===== src/rtl/mem_pkg.sv =====
// Shared memory-bus widths and arbiter state type.
// Used by the arbiter, the SRAM controller and the core.
package mem_pkg;

   localparam int ADR_W = 18;
   localparam int DAT_W = 16;
   localparam int SEL_W = 2;

   typedef enum logic {
      IDLE = 1'b0,
      BUSY = 1'b1
   } state_t;

endpackage


===== src/rtl/arb_rr2.sv =====
// Two-way round-robin pick with last-grant pointer.
// Ports: clk, rst (async low), req_i[1:0], take_i, gnt_o.
module arb_rr2 (
   input  logic       clk,
   input  logic       rst,
   input  logic [1:0] req_i,
   input  logic       take_i,
   output logic       gnt_o
);

   logic last_q;

   // On a tie the master not granted last wins.
   always_comb begin
      gnt_o = 1'b0;
      unique case (req_i)
         2'b11:   gnt_o = ~last_q;
         2'b10:   gnt_o = 1'b1;
         default: gnt_o = 1'b0;
      endcase
   end

   // Pointer starts at 1 so m0 wins the first tie.
   always_ff @(posedge clk or negedge rst) begin
      if (!rst) begin
         last_q <= 1'b1;
      end else if (take_i && (|req_i)) begin
         last_q <= gnt_o;
      end
   end

endmodule


===== src/rtl/mem_arbiter.sv =====
// Two-master memory arbiter with ack timeout.
// Ports: clk, rst, m0_*/m1_* masters, s_* slave, busy.
module mem_arbiter
   import mem_pkg::*;
#(
   parameter logic [7:0] TIMEOUT = 8'd255
) (
   input  logic             clk,
   input  logic             rst,
   input  logic [ADR_W-1:0] m0_adr,
   input  logic             m0_req,
   input  logic             m0_write,
   input  logic [SEL_W-1:0] m0_sel,
   input  logic [DAT_W-1:0] m0_wdata,
   output logic             m0_ack,
   output logic             m0_err,
   output logic [DAT_W-1:0] m0_rdata,
   input  logic [ADR_W-1:0] m1_adr,
   input  logic             m1_req,
   input  logic             m1_write,
   input  logic [SEL_W-1:0] m1_sel,
   input  logic [DAT_W-1:0] m1_wdata,
   output logic             m1_ack,
   output logic             m1_err,
   output logic [DAT_W-1:0] m1_rdata,
   output logic [ADR_W-1:0] s_adr,
   output logic             s_req,
   output logic             s_write,
   output logic [SEL_W-1:0] s_sel,
   output logic [DAT_W-1:0] s_wdata,
   input  logic             s_ack,
   input  logic [DAT_W-1:0] s_rdata,
   output logic             busy
);

   state_t           state_q;
   logic             gnt_q;
   logic [7:0]       cnt_q;
   logic [7:0]       cnt_d;
   logic [ADR_W-1:0] adr_q;
   logic             req_q;
   logic             we_q;
   logic [SEL_W-1:0] sel_q;
   logic [DAT_W-1:0] wd_q;
   logic             pick;
   logic             busy_w;
   logic             tmo;
   logic             done;

   arb_rr2 u_arb (
      .clk    (clk),
      .rst    (rst),
      .req_i  ({m1_req, m0_req}),
      .take_i (state_q == IDLE),
      .gnt_o  (pick)
   );

   assign busy_w = (state_q == BUSY);

   // A real ack in the timeout cycle wins over the abort.
   assign tmo  = busy_w & ~s_ack & (cnt_q == TIMEOUT);
   assign done = busy_w & (s_ack | tmo);

   always_comb begin
      cnt_d = cnt_q;
      if (state_q == IDLE) begin
         cnt_d = '0;
      end else if (!done) begin
         cnt_d = cnt_q + 8'd1;
      end
   end

   always_ff @(posedge clk or negedge rst) begin
      if (!rst) begin
         state_q <= IDLE;
         gnt_q   <= 1'b0;
         cnt_q   <= '0;
         adr_q   <= '0;
         req_q   <= 1'b0;
         we_q    <= 1'b0;
         sel_q   <= '0;
         wd_q    <= '0;
      end else begin
         cnt_q <= cnt_d;
         unique case (state_q)
            IDLE: begin
               if (m0_req || m1_req) begin
                  state_q <= BUSY;
                  gnt_q   <= pick;
                  req_q   <= 1'b1;
                  adr_q   <= pick ? m1_adr   : m0_adr;
                  we_q    <= pick ? m1_write : m0_write;
                  sel_q   <= pick ? m1_sel   : m0_sel;
                  wd_q    <= pick ? m1_wdata : m0_wdata;
               end
            end
            BUSY: begin
               if (done) begin
                  state_q <= IDLE;
                  req_q   <= 1'b0;
               end
            end
            default: state_q <= IDLE;
         endcase
      end
   end

   assign s_adr   = adr_q;
   assign s_req   = req_q;
   assign s_write = we_q;
   assign s_sel   = sel_q;
   assign s_wdata = wd_q;
   assign busy    = busy_w;

   assign m0_ack   = done & ~gnt_q;
   assign m1_ack   = done &  gnt_q;
   assign m0_err   = tmo  & ~gnt_q;
   assign m1_err   = tmo  &  gnt_q;
   assign m0_rdata = tmo ? '0 : s_rdata;
   assign m1_rdata = tmo ? '0 : s_rdata;

endmodule


===== config.mk =====
export PLATFORM = sky130hd
export DESIGN_NAME = mem_arbiter
export DESIGN_NICKNAME = d
export VERILOG_FILES = /design/src/rtl/mem_pkg.sv /design/src/rtl/arb_rr2.sv /design/src/rtl/mem_arbiter.sv
export SDC_FILE = /design/constraint.sdc
export NUM_CORES = 1
export LEC_CHECK = 0
export CAP_MARGIN = 10
export CORE_ASPECT_RATIO = 0.6
export CORE_MARGIN = 2
export CORE_UTILIZATION = 36
export CTS_CLUSTER_DIAMETER = 40
export DETAILED_ROUTE_END_ITERATION = 12
export PLACE_DENSITY = 0.86
export SYNTH_ARGS = -nofsm -noshare
export SYNTH_HDL_FRONTEND = slang
export SYNTH_HIERARCHICAL = 1
export SYNTH_SLANG_ARGS = --single-unit

===== constraint.sdc =====
create_clock -name clk -period 2 [get_ports clk]
set_input_delay 0.3 -clock clk [delete_from_list [all_inputs] [get_ports clk]]
set_output_delay 0.3 -clock clk [all_outputs]
set_load 0.005 [all_outputs]

==> After elaboration in Yosys (flattened, before gate mapping) <==
Index checks and enable logic that the tools add are counted.
Widths: inputs -> output; s select.
{ "classes": {"n_mul": 0, "order_cmp": 0, "add_sub_neg": 1, "reduce_logical": 5, "div_mod_pow": 0, "eq_ne": 6, "mux": 14, "n_shift": 0, "bitwise_logic": 12} }
{ "op_table": {"columns": ["op", "count"], "rows": [
  ["$mux 16", 2],
  ["$mux 18", 1],
  ["$mux 8", 2],
  ["$add 8x1->8 const B", 1],
  ["$eq 8x8->1 const B", 1],
  ["$and 1x1->1", 7],
  ["$pmux 1 s2", 3],
  ["$mux 1", 5],
  ["$eq 2x2->1 const B", 2],
  ["$ne 2x2->1 const B", 2],
  ["$not 1->1", 4],
  ["$reduce_and 2->1", 2],
  ["$mux 2", 1],
  ["$ne 2x1->1 const B", 1],
  ["$reduce_or 2->1", 1],
  ["$logic_and 1x1->1", 1],
  ["$logic_or 1x1->1", 1],
  ["$or 1x1->1", 1]
]} }
{ "word_totals": {"output_inout_bits": 75, "elab_cells": 47, "n_memories": 0, "mem_bits_ro": 0, "inputBits": 95, "latch_bits": 0, "ramBits": 0, "reg_bits": 49} }

==> Depth between registers and ports, before layout <==
{ "logic_depth": {"depth_word": 7, "mapped_depth": 7} }

==> Cells and area by module <==
Netlist, hierarchy kept.
{ "modules_own_cells": {"columns": ["module", "cells_each", "seq_area_each_um2", "area_each_um2", "n_inst"], "rows": [
  ["mem_arbiter", 256, 1201.2, 2548.7, 1],
  ["arb_rr2", 4, 26.3, 45.0, 1]
]} }

==> Least setup slack after synthesis <==
OpenSTA, ideal clock, no wires.
{ "synth_timing": {"path_type": "register to output", "start": "reg cnt_q[0]", "end": "out m1_rdata[10]", "stages_incl_launch_ff": 8, "arrival_ps": 1592, "setup_slack_ps": 108, "cell_sequence": "dfrtp_1 -> ha_1 -> and3b_1 -> and3_1 -> buf_4 -> buf_6 -> nor2b_1 -> buf_4"} }
{ "synth_between": {"elab_chain_cells": 3} }
{ "synth_rtl": {"columns": ["element", "line", "text"], "rows": [
  ["start: declaration", "mem_arbiter.sv:38", "logic [7:0] cnt_q;"],
  ["start signal: assignment", "mem_arbiter.sv:84", "cnt_q <= cnt_d;"],
  ["$eq 8x8->1", "mem_arbiter.sv:61", "assign tmo = busy_w & ~s_ack & (cnt_q == TIMEOUT);"],
  ["$and 1x1->1", "mem_arbiter.sv:61", null],
  ["$mux 16", null, null],
  ["end: declaration", "mem_arbiter.sv:25", "output logic [DAT_W-1:0] m1_rdata,"]
]} }
Every way passes these cells.

==> Worst setup path after layout <==
{ "layout_timing": {"start": "reg cnt_q[0]", "end": "out m0_rdata[8]"} }
{ "layout_between": {"elab_chain_cells": 3} }
{ "layout_rtl": {"columns": ["element", "line", "text"], "rows": [
  ["$eq 8x8->1", "mem_arbiter.sv:61", null],
  ["$and 1x1->1", "mem_arbiter.sv:61", null],
  ["$mux 16", "mem_arbiter.sv:119", "assign m0_rdata = tmo ? '0 : s_rdata;"],
  ["end: declaration", "mem_arbiter.sv:17", "output logic [DAT_W-1:0] m0_rdata,"]
]} }
Every way passes these cells.

==> results.sh <==
export IMPL_synthTopCellsByCount="dfrtp_1 (48), nand2_1 (42), mux2i_1 (40)"
export IMPL_synth_top_area_share_pct=46.31
export IMPL_rr_worst_depth=6
export IMPL_gp_congestion=0.8332
export IMPL_max_cap_violations=0
export IMPL_dr_pass1_iters=4
export IMPL_design_area_um2=4690
export IMPL_skew_ns=0.006619
export IMPL_hold_viol=0
export IMPL_status="finished, violations left"
export IMPL_drive_above_1_share_pct=22.99
export IMPL_finalWorstSetupSlack_ns=-0.02378
export IMPL_yosysMostFrequentCell="dfrtp_1"
export IMPL_synth_enable_flop_cells=0
export IMPL_track_usage_pct=20.68
export IMPL_yosys_most_used_dff="dfrtp_1"
export IMPL_fmax_ghz=0.4941
export IMPL_start_kind="flip-flop"
export IMPL_yosysWarnings=6
export IMPL_cts_sinks=49
export IMPL_syn_nets=356
export IMPL_clock_path_buffers=2
export IMPL_holdWs_ns=0.4341
export IMPL_timing_rr_start="cnt_q[0]$_DFFE_PN0P_"
export IMPL_dp_hpwl_um=6205
export IMPL_power_uw=4332
export IMPL_nets=530
export IMPL_path_clk_slew_ns=0.07
export IMPL_hold_class="primary input to asynchronous set/reset pin"
export IMPL_synth_area_per_cell_um2=9.976
export IMPL_rsz0062_at_grt="yes"
export IMPL_async_reset_ff_share_pct=100.0
export IMPL_synthToLayoutAreaGrowth_pct=80.80
export IMPL_cts_inserted_buffers=5
export IMPL_synth_area_leaders="dfrtp_1 (46%), mux2i_1 (15%), o21ai_0 (7.3%), nand2_1 (6.1%), buf_4 (5.5%)"
export IMPL_cts_tree="built"
export IMPL_detail_route_antenna_nets=0
export IMPL_violations="setup timing"
export IMPL_grt_pass1_vias=2606
export IMPL_dpl_instance_area_um2=4418
export IMPL_ys_seq_elements=49
export IMPL_p_leak_uw=0.002130
export IMPL_maxSlewViolCount=0
export IMPL_setup_viol=11
export IMPL_io_buffers=169
export IMPL_clk_latency_ns=0.28
export IMPL_cts_root_buf="clkbuf_16"
export IMPL_htreeDepth=2
export IMPL_start_util_pct=38.03
export IMPL_required_ns=1.70
export IMPL_route_detailed_drc=0
export IMPL_syn_area_um2=2594
export IMPL_yosysTopAreaCell="dfrtp_1"
export IMPL_insertedDiodeCount=0
export IMPL_grt_overflow=0
export IMPL_max_slew_margin_pct=78.76
export IMPL_first_iter_violations=101
export IMPL_netlist_instances=260
export IMPL_die_x_um=113.6
export IMPL_routedWlPerCell_um=15.69
export IMPL_drt_vias_per_instance=4.866
export IMPL_synth_seq_area_share_pct=47.32
export IMPL_power_density_nw_per_um2=923.8
export IMPL_vias=2540
export IMPL_endpoint="m0_rdata[8]"
export IMPL_ir_worst_vdd_uv=591.7
export IMPL_pre_cts_slack_ns=-0.3437
export IMPL_worstSetupStartpoint="cnt_q[0]$_DFFE_PN0P_"
export IMPL_die_y_um=69.75
export IMPL_cp_end_kind="output port"
export IMPL_finalCriticalPeriod_ns=2.024
export IMPL_worstPathArrival_ns=1.72
export IMPL_r2r_slack_ns=0.54
export IMPL_path_max_fanout=4
export IMPL_worst_pin_slew_ns=0.3186
export IMPL_grt_pass1_wl_um=13140
export IMPL_core_um2=6820
export IMPL_boundaryPins=170
export IMPL_critPathKind="flip-flop to output port"
export IMPL_antenna_found_initial=0
export IMPL_dieArea_um2=7922
export IMPL_routed_wl_um=8192
export IMPL_std_cell_rows=23
export IMPL_synth_distinct_cells=39
export IMPL_setup_tns_final_ns=-0.07908
export IMPL_grt_max_degree=37
export IMPL_fin_crit_sh_pct=101.2
export IMPL_rr_endpoint="cnt_q[4]$_DFFE_PN0P_"
==> per-stage QoR <==
stage,cells,utilization [%]
final,522,68.76
after global routing,522,68.76
after CTS,522,68.83
after global placement,506,64.78
after detailed placement,506,64.78
after floorplan,260,-
==> registers in the layout, summed over array words and instances, names as in the netlist <==
name	flops
s_wdata	16
s_write	1
gnt_q	1
s_req	1
s_adr	18
busy	1
cnt_q	8
u_arb/last_q	1
s_sel	2
==> power by group <==
group / leakage (µW) / internal, µW / switching (µW)
Clock: 0.0000938 / 714 / 353
Combinational: 0.00143 / 1060 / 666
Sequential: 0.000610 / 1340 / 201
==> cells in the final DEF, fill, tap and decap left out, types with 3 or more instances in the layout <==
| cell type | n |
|---|---|
| a21oi_1 | 4 |
| buf_12 | 4 |
| buf_2 | 32 |
| buf_4 | 21 |
| clkbuf_16 | 5 |
| clkdlybuf4s50_1 | 132 |
| dfrtp_1 | 48 |
| inv_1 | 3 |
| mux2i_1 | 40 |
| nand2_1 | 42 |
| nor2b_4 | 15 |
| nor3_1 | 5 |
| o21ai_0 | 38 |
==> cell families after synthesis <==
group,Yosys count,share of synthesized area (%)
compound gates,54,12.21
fa+ha+maj,1,0.4823
buf+inv,36,8.635
flops,49,47.32
mux,41,15.87
simple gates,79,15.49
==> routing by layer <==
metal / vias up / GRT usage [%] / routed length (µm)
met5: - / 0 / 0
met2: 104 / 36.19 / 3946
met3: 4 / 6.731 / 720
li1: 1239 / - / -
met4: 0 / 3.523 / 41
met1: 1193 / 25.29 / 3484
==> layout make-up <==
class	count	area [µm²]
Fill cell	510	2131
Timing Repair Buffer	199	1842
Multi-Input combinational cell	175	1306
Sequential cell	49	1227
Clock buffer	5	125.1
Tap cell	87	108.9
Clock inverter	3	65.06
Inverter	4	15.01
==> critical path, cell delays in order (launching register included) <==
cell and delay, ns:
dfrtp_1 0.39, ha_2 0.20, and3b_1 0.17, and3_4 0.17, bufbuf_16 0.27, nor2b_4 0.12, buf_2 0.13
==> timing repair <==
| item | CTS | global route |
|---|---|---|
| setup endpoints to repair | 36 | 33 |
| setup buffers | 6 | 0 |
| hold endpoints to repair | 11 | 0 |
| hold buffers | 1 | 0 |
| resized for setup | 161 | 17 |
| gates cloned | 1 | 0 |
| pin swaps | 2 | 1 |
==> worst min path at each step <==
stage | start | end | slack (ns) | cells after the start
2_1_floorplan | rst | busy$_DFF_PN0_ | 0.004 | 0
3_3_place_gp | rst | s_wdata[1]$_DFFE_PN0P_ | 0.21 | 1
3_5_place_dp | rst | s_adr[14]$_DFFE_PN0P_ | 0.22 | 1
4_1_cts | rst | s_wdata[2]$_DFFE_PN0P_ | 0.44 | 2
5_1_grt | rst | s_wdata[2]$_DFFE_PN0P_ | 0.47 | 2
6_report | rst | s_wdata[2]$_DFFE_PN0P_ | 0.43 | 2
Power figures use the tool's default switching activity.
